==> src/rtl/evt_buffer_pkg.sv <==
// Shared types and width helpers for the event buffer and its FIFO.
package evt_buffer_pkg;

    typedef enum logic {
        PASS = 1'b0,
        DROP = 1'b1
    } state_t;

    // Occupancy needs one extra bit to represent a completely full FIFO.
    function automatic int lvl_bits(input int depth_bits);
        return depth_bits + 1;
    endfunction

    function automatic int tmr_bits(input int drop_wait);
        return (drop_wait < 2) ? 1 : $clog2(drop_wait);
    endfunction

endpackage

==> src/rtl/evt_buffer_if.sv <==
// Event stream bundle: processor-side input and packet-assembler-side output.
interface evt_buffer_if #(
    parameter int EVT_BITS = 32
);
    logic [EVT_BITS-1:0] evt_data_in;
    logic                evt_vld_in;
    logic                evt_rdy_out;
    logic [EVT_BITS-1:0] evt_data_out;
    logic                evt_vld_out;
    logic                evt_rdy_in;

    modport slave (
        input  evt_data_in,
        input  evt_vld_in,
        input  evt_rdy_in,
        output evt_rdy_out,
        output evt_data_out,
        output evt_vld_out
    );

    modport master (
        output evt_data_in,
        output evt_vld_in,
        output evt_rdy_in,
        input  evt_rdy_out,
        input  evt_data_out,
        input  evt_vld_out
    );
endinterface

==> src/rtl/evt_fifo.sv <==
// Synchronous FIFO with a registered head word; a write into an empty FIFO
// is visible on o_rd_data one cycle later.
module evt_fifo
    import evt_buffer_pkg::*;
#(
    parameter int EVT_BITS   = 32,
    parameter int DEPTH_BITS = 4
) (
    input  logic                            clk,
    input  logic                            reset,
    input  logic                            i_wr,
    input  logic [EVT_BITS-1:0]             i_wr_data,
    input  logic                            i_rd,
    output logic [EVT_BITS-1:0]             o_rd_data,
    output logic [lvl_bits(DEPTH_BITS)-1:0] o_level,
    output logic                            o_full,
    output logic                            o_empty
);
    localparam int LVL_W = lvl_bits(DEPTH_BITS);
    localparam int DEPTH = 1 << DEPTH_BITS;
    localparam logic [LVL_W-1:0] FULL_LVL = LVL_W'(DEPTH);

    logic [EVT_BITS-1:0]   r_mem [DEPTH];
    logic [DEPTH_BITS-1:0] r_wr_ptr;
    logic [DEPTH_BITS-1:0] r_rd_ptr;
    logic [DEPTH_BITS-1:0] w_rd_ptr_next;
    logic [LVL_W-1:0]      r_level;
    logic [EVT_BITS-1:0]   r_rd_data;
    logic                  w_do_wr;
    logic                  w_do_rd;

    assign o_empty = (r_level == '0);
    assign o_full  = (r_level == FULL_LVL);
    assign o_level = r_level;
    assign o_rd_data = r_rd_data;

    // A write while full is only allowed when the head leaves in the same cycle.
    assign w_do_rd = i_rd && !o_empty;
    assign w_do_wr = i_wr && (!o_full || w_do_rd);
    assign w_rd_ptr_next = w_do_rd ? r_rd_ptr + 1'b1 : r_rd_ptr;

    always_ff @(posedge clk) begin
        if (w_do_wr) begin
            r_mem[r_wr_ptr] <= i_wr_data;
        end
    end

    // Head register reads the next head address; bypass when the incoming word becomes the head.
    always_ff @(posedge clk) begin
        if (w_do_wr && (r_wr_ptr == w_rd_ptr_next)) begin
            r_rd_data <= i_wr_data;
        end else begin
            r_rd_data <= r_mem[w_rd_ptr_next];
        end
    end

    always_ff @(posedge clk) begin
        if (reset) begin
            r_wr_ptr <= '0;
            r_rd_ptr <= '0;
            r_level  <= '0;
        end else begin
            if (w_do_wr) begin
                r_wr_ptr <= r_wr_ptr + 1'b1;
            end
            r_rd_ptr <= w_rd_ptr_next;
            case ({w_do_wr, w_do_rd})
                2'b10:   r_level <= r_level + 1'b1;
                2'b01:   r_level <= r_level - 1'b1;
                default: r_level <= r_level;
            endcase
        end
    end

endmodule

==> src/rtl/evt_buffer.sv <==
// Elastic event buffer: FIFO plus a stall-triggered drop mode that discards
// events instead of back-pressuring the source while the output is stuck.
module evt_buffer
    import evt_buffer_pkg::*;
#(
    parameter int EVT_BITS   = 32,
    parameter int DEPTH_BITS = 4,
    parameter int DROP_WAIT  = 256,
    parameter int CNT_BITS   = 32
) (
    input  logic                            clk,
    input  logic                            reset,
    evt_buffer_if.slave                     bus,
    input  logic                            drop_en_in,
    input  logic                            clr_cnt_in,
    output logic [CNT_BITS-1:0]             drop_cnt_out,
    output logic [lvl_bits(DEPTH_BITS)-1:0] level_out,
    output logic                            dropping_out
);
    localparam int TMR_W = tmr_bits(DROP_WAIT);
    localparam logic [TMR_W-1:0] TMR_MAX = TMR_W'(DROP_WAIT - 1);

    state_t                r_state;
    state_t                w_state_next;
    logic [TMR_W-1:0]      r_timer;
    logic [CNT_BITS-1:0]   r_cnt;
    logic                  w_full;
    logic                  w_empty;
    logic                  w_rdy;
    logic                  w_push;
    logic                  w_pop;
    logic                  w_stall;
    logic                  w_drop;

    evt_fifo #(
        .EVT_BITS   (EVT_BITS),
        .DEPTH_BITS (DEPTH_BITS)
    ) u_fifo (
        .clk       (clk),
        .reset     (reset),
        .i_wr      (w_push),
        .i_wr_data (bus.evt_data_in),
        .i_rd      (w_pop),
        .o_rd_data (bus.evt_data_out),
        .o_level   (level_out),
        .o_full    (w_full),
        .o_empty   (w_empty)
    );

    assign bus.evt_vld_out = !w_empty;
    assign bus.evt_rdy_out = w_rdy;
    assign w_push  = bus.evt_vld_in && w_rdy;
    assign w_pop   = !w_empty && bus.evt_rdy_in;
    assign w_stall = !w_empty && !bus.evt_rdy_in && drop_en_in;
    // Only reachable in DROP: the source is always accepted, so a full FIFO discards.
    assign w_drop  = w_push && w_full && !w_pop;

    assign drop_cnt_out = r_cnt;
    assign dropping_out = (r_state == DROP);

    always_ff @(posedge clk) begin
        if (reset) begin
            r_state <= PASS;
        end else begin
            r_state <= w_state_next;
        end
    end

    always_comb begin
        w_state_next = r_state;
        w_rdy        = 1'b0;
        case (r_state)
            PASS: begin
                w_rdy = !w_full;
                if (w_stall && (r_timer == TMR_MAX)) begin
                    w_state_next = DROP;
                end
            end
            DROP: begin
                w_rdy = 1'b1;
                if (w_pop || !drop_en_in) begin
                    w_state_next = PASS;
                end
            end
            default: w_state_next = PASS;
        endcase
        if (reset) begin
            w_rdy = 1'b0;
        end
    end

    always_ff @(posedge clk) begin
        if (reset || w_pop || !drop_en_in) begin
            r_timer <= '0;
        end else if (w_stall && (r_timer != TMR_MAX)) begin
            r_timer <= r_timer + 1'b1;
        end
    end

    always_ff @(posedge clk) begin
        if (reset || clr_cnt_in) begin
            r_cnt <= '0;
        end else if (w_drop && (r_cnt != '1)) begin
            r_cnt <= r_cnt + 1'b1;
        end
    end

endmodule

==> src/flat_wrapper.sv <==
// flat-port wrapper written by rule: the top's interface ports become plain ports
module evt_buffer_flat import evt_buffer_pkg::*;
#(
    parameter int EVT_BITS   = 32,
    parameter int DEPTH_BITS = 4,
    parameter int DROP_WAIT  = 256,
    parameter int CNT_BITS   = 32
)
  (clk, reset, drop_en_in, clr_cnt_in, drop_cnt_out, level_out, dropping_out, bus_evt_data_in, bus_evt_vld_in, bus_evt_rdy_in, bus_evt_rdy_out, bus_evt_data_out, bus_evt_vld_out);
  evt_buffer_if #(.EVT_BITS(EVT_BITS)) bus_i ();
  input  logic clk;
  input  logic reset;
  input  logic drop_en_in;
  input  logic clr_cnt_in;
  output logic [CNT_BITS-1:0] drop_cnt_out;
  output logic [lvl_bits(DEPTH_BITS)-1:0] level_out;
  output logic dropping_out;
  input wire logic [$bits(bus_i.evt_data_in)-1:0] bus_evt_data_in;
  input wire logic [$bits(bus_i.evt_vld_in)-1:0] bus_evt_vld_in;
  input wire logic [$bits(bus_i.evt_rdy_in)-1:0] bus_evt_rdy_in;
  output wire logic [$bits(bus_i.evt_rdy_out)-1:0] bus_evt_rdy_out;
  output wire logic [$bits(bus_i.evt_data_out)-1:0] bus_evt_data_out;
  output wire logic [$bits(bus_i.evt_vld_out)-1:0] bus_evt_vld_out;
  assign bus_i.evt_data_in = bus_evt_data_in;
  assign bus_i.evt_vld_in = bus_evt_vld_in;
  assign bus_i.evt_rdy_in = bus_evt_rdy_in;
  assign bus_evt_rdy_out = bus_i.evt_rdy_out;
  assign bus_evt_data_out = bus_i.evt_data_out;
  assign bus_evt_vld_out = bus_i.evt_vld_out;
  evt_buffer #(.EVT_BITS(EVT_BITS), .DEPTH_BITS(DEPTH_BITS), .DROP_WAIT(DROP_WAIT), .CNT_BITS(CNT_BITS)) u_core (.clk(clk), .reset(reset), .bus(bus_i), .drop_en_in(drop_en_in), .clr_cnt_in(clr_cnt_in), .drop_cnt_out(drop_cnt_out), .level_out(level_out), .dropping_out(dropping_out));
endmodule
==> config.mk <==
export PLATFORM = sky130hd
export DESIGN_NAME = evt_buffer_flat
export DESIGN_NICKNAME = d
export VERILOG_FILES = /design/src/rtl/evt_buffer_pkg.sv /design/src/rtl/evt_buffer_if.sv /design/src/rtl/evt_fifo.sv /design/src/rtl/evt_buffer.sv /design/src/flat_wrapper.sv
export SDC_FILE = /design/constraint.sdc
export NUM_CORES = 1
export LEC_CHECK = 0
export ABC_AREA = 1
export CORE_MARGIN = 1
export CORE_UTILIZATION = 50
export CTS_CLUSTER_SIZE = 16
export DETAILED_ROUTE_END_ITERATION = 8
export GPL_ROUTABILITY_DRIVEN = 0
export GPL_TIMING_DRIVEN = 0
export PLACE_DENSITY = 0.68
export RECOVER_POWER = 50
export SLEW_MARGIN = 15
export SYNTH_ARGS = -nofsm -noshare
export SYNTH_HDL_FRONTEND = slang
export SYNTH_SLANG_ARGS = --single-unit
==> constraint.sdc <==
create_clock -name clk -period 6.34 [get_ports clk]
set_input_delay 1.268 -clock clk [delete_from_list [all_inputs] [get_ports clk]]
set_output_delay 1.268 -clock clk [all_outputs]
set_load 0.005 [all_outputs]
# ---- Word-level counts from Yosys, hierarchy flattened
# Memory sizes are Yosys's and may differ from the RTL's. A register that Yosys moved wholly into a read port is not among the register bits.
# Cells that the tools add are included.
dict set report op_classes {
  n_mux 9
  eq_ne 6
  bitwise 1
  n_reduce_logical 23
  addsub 6
}
# operator n
set op_table {}
lappend op_table {{adder 32 x 1 -> 32 bit, second input constant} 1}
lappend op_table {{!= test 32 bit, second input constant} 1}
lappend op_table {{logical AND 1 bit} 11}
lappend op_table {{one-hot mux 5 bit (2 select lines)} 1}
lappend op_table {{adder 4 x 1 -> 4 bit, second input constant} 2}
lappend op_table {{adder 8 x 1 -> 8 bit, second input constant} 1}
lappend op_table {{equality test 8 bit, second input constant} 1}
lappend op_table {{!= test 8 bit, second input constant} 1}
lappend op_table {{adder 5 x 1 -> 5 bit, second input constant} 1}
lappend op_table {{equality test 5 bit, second input constant} 1}
lappend op_table {{zero test 1 bit} 5}
lappend op_table {{zero test 5 bit} 1}
lappend op_table {{logical OR 1 bit} 5}
lappend op_table {{two-way mux 1 bit} 5}
lappend op_table {{subtractor 5 x 1 -> 5 bit, second input constant} 1}
lappend op_table {{two-way mux 4 bit} 1}
lappend op_table {{one-hot mux 1 bit (2 select lines)} 2}
lappend op_table {{equality test 2 x 1 -> 1 bit, second input constant} 1}
lappend op_table {{equality test 2 bit, second input constant} 1}
lappend op_table {{nonzero test 2 bit} 1}
lappend op_table {{inverter 1 bit} 1}
dict set report word_totals {
  regBits 54
  output_inout_bits 72
  elab_cells 52
  input_bits 38
  n_memories 1
  ram_bits 512
}
# name words width rd rd_ports_with_merged_regs write_ports line_no
set mem_list {}
lappend mem_list {u_core.u_fifo.r_mem 16 32 1 1 1 evt_fifo.sv:23} ;# logic [EVT_BITS-1:0] r_mem [DEPTH];

# ---- Logic depth before layout (Yosys ltp)
dict set report depth {
  ltp_word 8
  mapped_depth 17
  ltp_nobuf 17
}

# ---- Hierarchy
# From an unflattened synthesis, not the netlist that was laid out.
dict set report hier_totals {
  hier_cells 2151
  area_unflattened_um2 24324.6
}
# mod cells_per_inst area_per_inst_um2 seq_area_each_um2 n_inst
set modules_own_cells {}
lappend modules_own_cells {evt_fifo 1759 21903.5 15715.1 1}
lappend modules_own_cells {evt_buffer 392 2421.1 820.8 1}

# ---- Worst setup path before layout
# OpenSTA, ideal clock, no wires.
dict set report synth_timing {
  path_type {input to register}
  startpoint {input port reset}
  endpoint {memory u_core.u_fifo.r_mem[11][0], enable pin}
  arrival_time_ps 3310
  setup_time_ps 421
  path_buffers 0
  required_ps 5919
  path_slack_ps 2609
  cell_stages 5
  cell_sequence {inv_1 -> nand3_1 -> nor2_2 -> nand3_1 -> nor2_1}
}
dict set report synth_via {
  elab_chain_cells 5
}
# item line_no
set synth_lines {}
lappend synth_lines {{from (decl)} flat_wrapper.sv:12} ;# input logic reset;
lappend synth_lines {{two-way mux 1 bit} evt_buffer.sv:87} ;# if (reset) begin
lappend synth_lines {{logical AND 1 bit} evt_buffer.sv:52} ;# assign w_push = bus.evt_vld_in && w_rdy;
lappend synth_lines {{logical AND 1 bit} evt_fifo.sv:39} ;# assign w_do_wr = i_wr && (!o_full || w_do_rd);
lappend synth_lines {{two-way mux 1 bit} evt_fifo.sv:43} ;# if (w_do_wr) begin
lappend synth_lines {{two-way mux 1 bit (not written as such)} evt_fifo.sv:44} ;# r_mem[r_wr_ptr] <= i_wr_data;
lappend synth_lines {{to (decl)} evt_fifo.sv:23}
# Every way passes these cells.

==> flow_summary_export.csv <==
group,metric,value,unit
status,status,"finished, final reports clean",
setup_path,arrival,3600,ps
yosys,synthAdderAreaFrac,0.5916,%
hold_path,hold_depth,2,
routing,wl_per_cell,26.01,um
floorplan,start_util,50.93,%
sta,hold_ws,476.6,ps
yosys,synth-compound-area-share,12.24,%
sta,grt_setup_unrepaired,"false",
floorplan,rows,78,
clock_tree,clk_latency,600,ps
floorplan,io_pins,110,
sta,finalMaxSlewViolations,0,
clock_tree,ctsResizeCount,0,
yosys,synth_area,0.02326,mm2
sta,hold_violations,0,
sta,slew_headroom,8.368,%
power,power_frac_seq,39.6,%
power,p_sw,3.585,mW
placement,dpl.hpwl,47120,um
global_routing,overflow,0,
setup_path,worstSetupPathType,"reg -> out",
sta,setup_ws,1476,ps
routing,first_iter_violations,2406,
setup_path,start_kind,"flop",
placement,portBuffers,109,
sta,tightestPinTransition,1374,ps
sta,fmax,205.6,MHz
placement,place_inst,2666,
yosys,synth_seq_cells,570,
power,switching_share,33.76,%
yosys,yosys.area_share.simple,12.00,%
routing,routed_wl,71910,um
hold_path,hold_end,"u_core.r_timer[6]$_SDFFE_PP0P_",
global_routing,grt_pass1_wl,105000,um
setup_path,critPathRequiredTime,5070,ps
sta,finalClockSkew,10.66,ps
setup_path,r2r_start,"u_core.u_fifo.o_level[2]$_SDFFE_PP0P_",
layout,nets,2173,
yosys,synthFlopType,"edfxtp_1",
clock_tree,cts_htree_levels,2,
global_routing,antenna_found_initial,3,
setup_path,r2r_setup_slack,3440,ps
yosys,synth-xor-area-share,0.9036,%
setup_path,worstSetupEndpointType,"output pin",
sta,fin_crit_sh,76.72,%
floorplan,core,0.04567,mm2
yosys,synthCells,1930,
placement,pre_cts_slack,2213,ps
hold_path,hold_start,"u_core.r_timer[6]$_SDFFE_PP0P_",
power,pwr-share-comb,29.4,%
setup_path,timing.rr.end,"u_core.u_fifo.r_mem[9][15]$_DFFE_PP_",
layout,final_util,60.51,%
floorplan,die_w,217.7,um
layout,final_common_cell,"edfxtp_1",
clock_tree,numCtsBuffers,56,
clock_tree,cts_tree,"built",
power,p_int,7.035,mW
clock_tree,post-cts-setup-buffer-count,0,
yosys,yosysWarnings,0,
power,leakagePower,8.895,nW
global_routing,grt_use_total,30.43,%
clock_tree,holdBufCountCts,0,
routing,via_per_inst,6.239,
layout,layout_common_cells,"edfxtp_1 (512), nor2_1 (333), o21ai_0 (269)",
sta,min_period,4864,ps
clock_tree,cts_max_path_buffers,3,
setup_path,reg2reg_depth,9,
layout,fin_cells,2765,
job,maxCapViolations,0,
clock_tree,cts_num_sinks,570,
yosys,ys_types,35,
global_routing,first_global_vias,16650,
yosys,synth_edf_count,512,
power,p_per_area,384.2,mW/mm2
setup_path,path_max_fanout,10,
routing,ant_nets,0,
yosys,syn_area_per_cell,12.05,um2
routing,drc,0,
yosys,synth.mux.area_fraction,0,%
sta,setup_viol,0,
yosys,ys_seq_area_share,71.08,%
yosys,synth_top_family_by_area,"compound AO/OA/AOI/OAI gates",
clock_tree,root_buffer,"clkbuf_16",
yosys,syn-num-nets,1979,
power,max-vdd-ir-drop,0.2519,mV
power,clock_power_share,31.0,%
floorplan,die_area,0.04739,mm2
global_routing,grt_max_degree,21,
routing,dr_total_vias,17250,
floorplan,die_h,217.7,um
layout,area_delta_synth_final,18.81,%
hold_path,hold_class,"reg -> reg",
layout,drive_above_1_share,7.166,%
routing,first_pass_iters,6,
clock_tree,clk_pin_slew,60,ps
yosys,synthArstFlopShare,0,%
==> how the worst max path moves through the flow <==
| stage | startpoint | to | slack (ps) |
|---|---|---|---|
| global placement | reset | u_core.u_fifo.r_mem[11][31]$_DFFE_PP_ | -150 |
| floorplan | reset | u_core.u_fifo.r_mem[11][0]$_DFFE_PP_ | 2610 |
| CTS | flop | bus_evt_data_out[10] | 1570 |
| detailed placement | flop | bus_evt_data_out[10] | 2210 |
| finish | flop | bus_evt_data_out[10] | 1480 |
| global route | flop | bus_evt_data_out[10] | 1430 |
==> synthesized netlist by cell type (2+ instances only) <==
master | instances | share of area (%)
edfxtp_1 | 512 | 66
nor2_1 | 346 | 5.6
o21ai_0 | 269 | 5.8
nand2_1 | 197 | 3.2
o221ai_1 | 95 | 3.6
nand3_1 | 89 | 1.9
clkbuf_1 | 86 | 1.4
inv_1 | 65 | 1.0
dfxtp_1 | 58 | 5.0
a21oi_1 | 36 | 0.77
o211ai_1 | 33 | 1.1
o22ai_1 | 33 | 0.89
buf_2 | 16 | 0.34
nand4_1 | 12 | 0.32
xnor2_1 | 12 | 0.45
xor2_1 | 12 | 0.45
ha_1 | 11 | 0.59
buf_1 | 6 | 0.097
buf_4 | 5 | 0.16
nor2_2 | 5 | 0.13
nor3_1 | 5 | 0.11
nor2_4 | 4 | 0.19
a21oi_2 | 3 | 0.11
inv_2 | 3 | 0.048
nand2_2 | 3 | 0.081
buf_6 | 2 | 0.097
nand2_4 | 2 | 0.097
nand3_2 | 2 | 0.086
or2_2 | 2 | 0.054
==> power groups by stage <==
stage	Clock [mW]	Combinational (mW)	Sequential (mW)
after floorplan	0	1.56	4.28
after global placement	0	2.95	4.29
after detailed placement	0	3.04	4.29
after CTS	3.29	3.06	4.21
after global routing	3.42	3.31	4.21
final	3.29	3.12	4.21
==> through the flow <==
stage / TNS, ps / cell area (um2) / power [mW]
2_1_floorplan: 0 / 23260 / 5.836
3_3_place_gp: -4595 / 25110 / 7.236
3_5_place_dp: 0 / 25910 / 7.331
4_1_cts: 0 / 27680 / 10.57
5_1_grt: 0 / 27640 / 10.95
6_report: 0 / 27640 / 10.62
==> final cells by class <==
class / instances / area, um2
antenna: 2 / 5.005
buffer: 115 / 464.2
clock buffer: 69 / 1471
clock inverter: 28 / 302.8
fill: 3632 / 18030
inverter: 68 / 255.2
multi-input combinational: 1177 / 6080
sequential: 570 / 16540
tap: 600 / 750.7
timing repair buffer: 136 / 1774
==> logic make-up after synthesis <==
logic type,count (synthesis)
fa+ha+maj,11
buf+inv,183
xor+xnor,24
compound gates,470
flops,570
simple gates,672
==> sequential cells by signal (all words and copies together), names as in the netlist, named ones only <==
register	count
u_core.u_fifo.r_rd_ptr	4
u_core.r_timer	8
u_core.drop_cnt_out	32
u_core.u_fifo.o_level	5
u_core.u_fifo.r_wr_ptr	4
u_core.u_fifo.r_mem	512
u_core.dropping_out	1
==> routing by layer <==
metal	part of all wire (%)	vias to the layer above	wire length [um]	GRT usage (%)
met5	0.011	-	8	0
met4	3.6	2	2624	12.79
met3	12	197	8482	6.276
met2	47	1156	33740	48.13
met1	38	8432	27060	40.99
li1	-	7465	-	-
==> critical path: stages, from the launching register on <==
cell	delay [ps]
dfxtp_1	350
inv_1	80
clkbuf_1	450
clkbuf_1	670
o21ai_0	270
o22ai_1	220
o211ai_1	210
nand2_1	220
clkdlybuf4s50_1	530
Power figures use the tool's default switching activity.
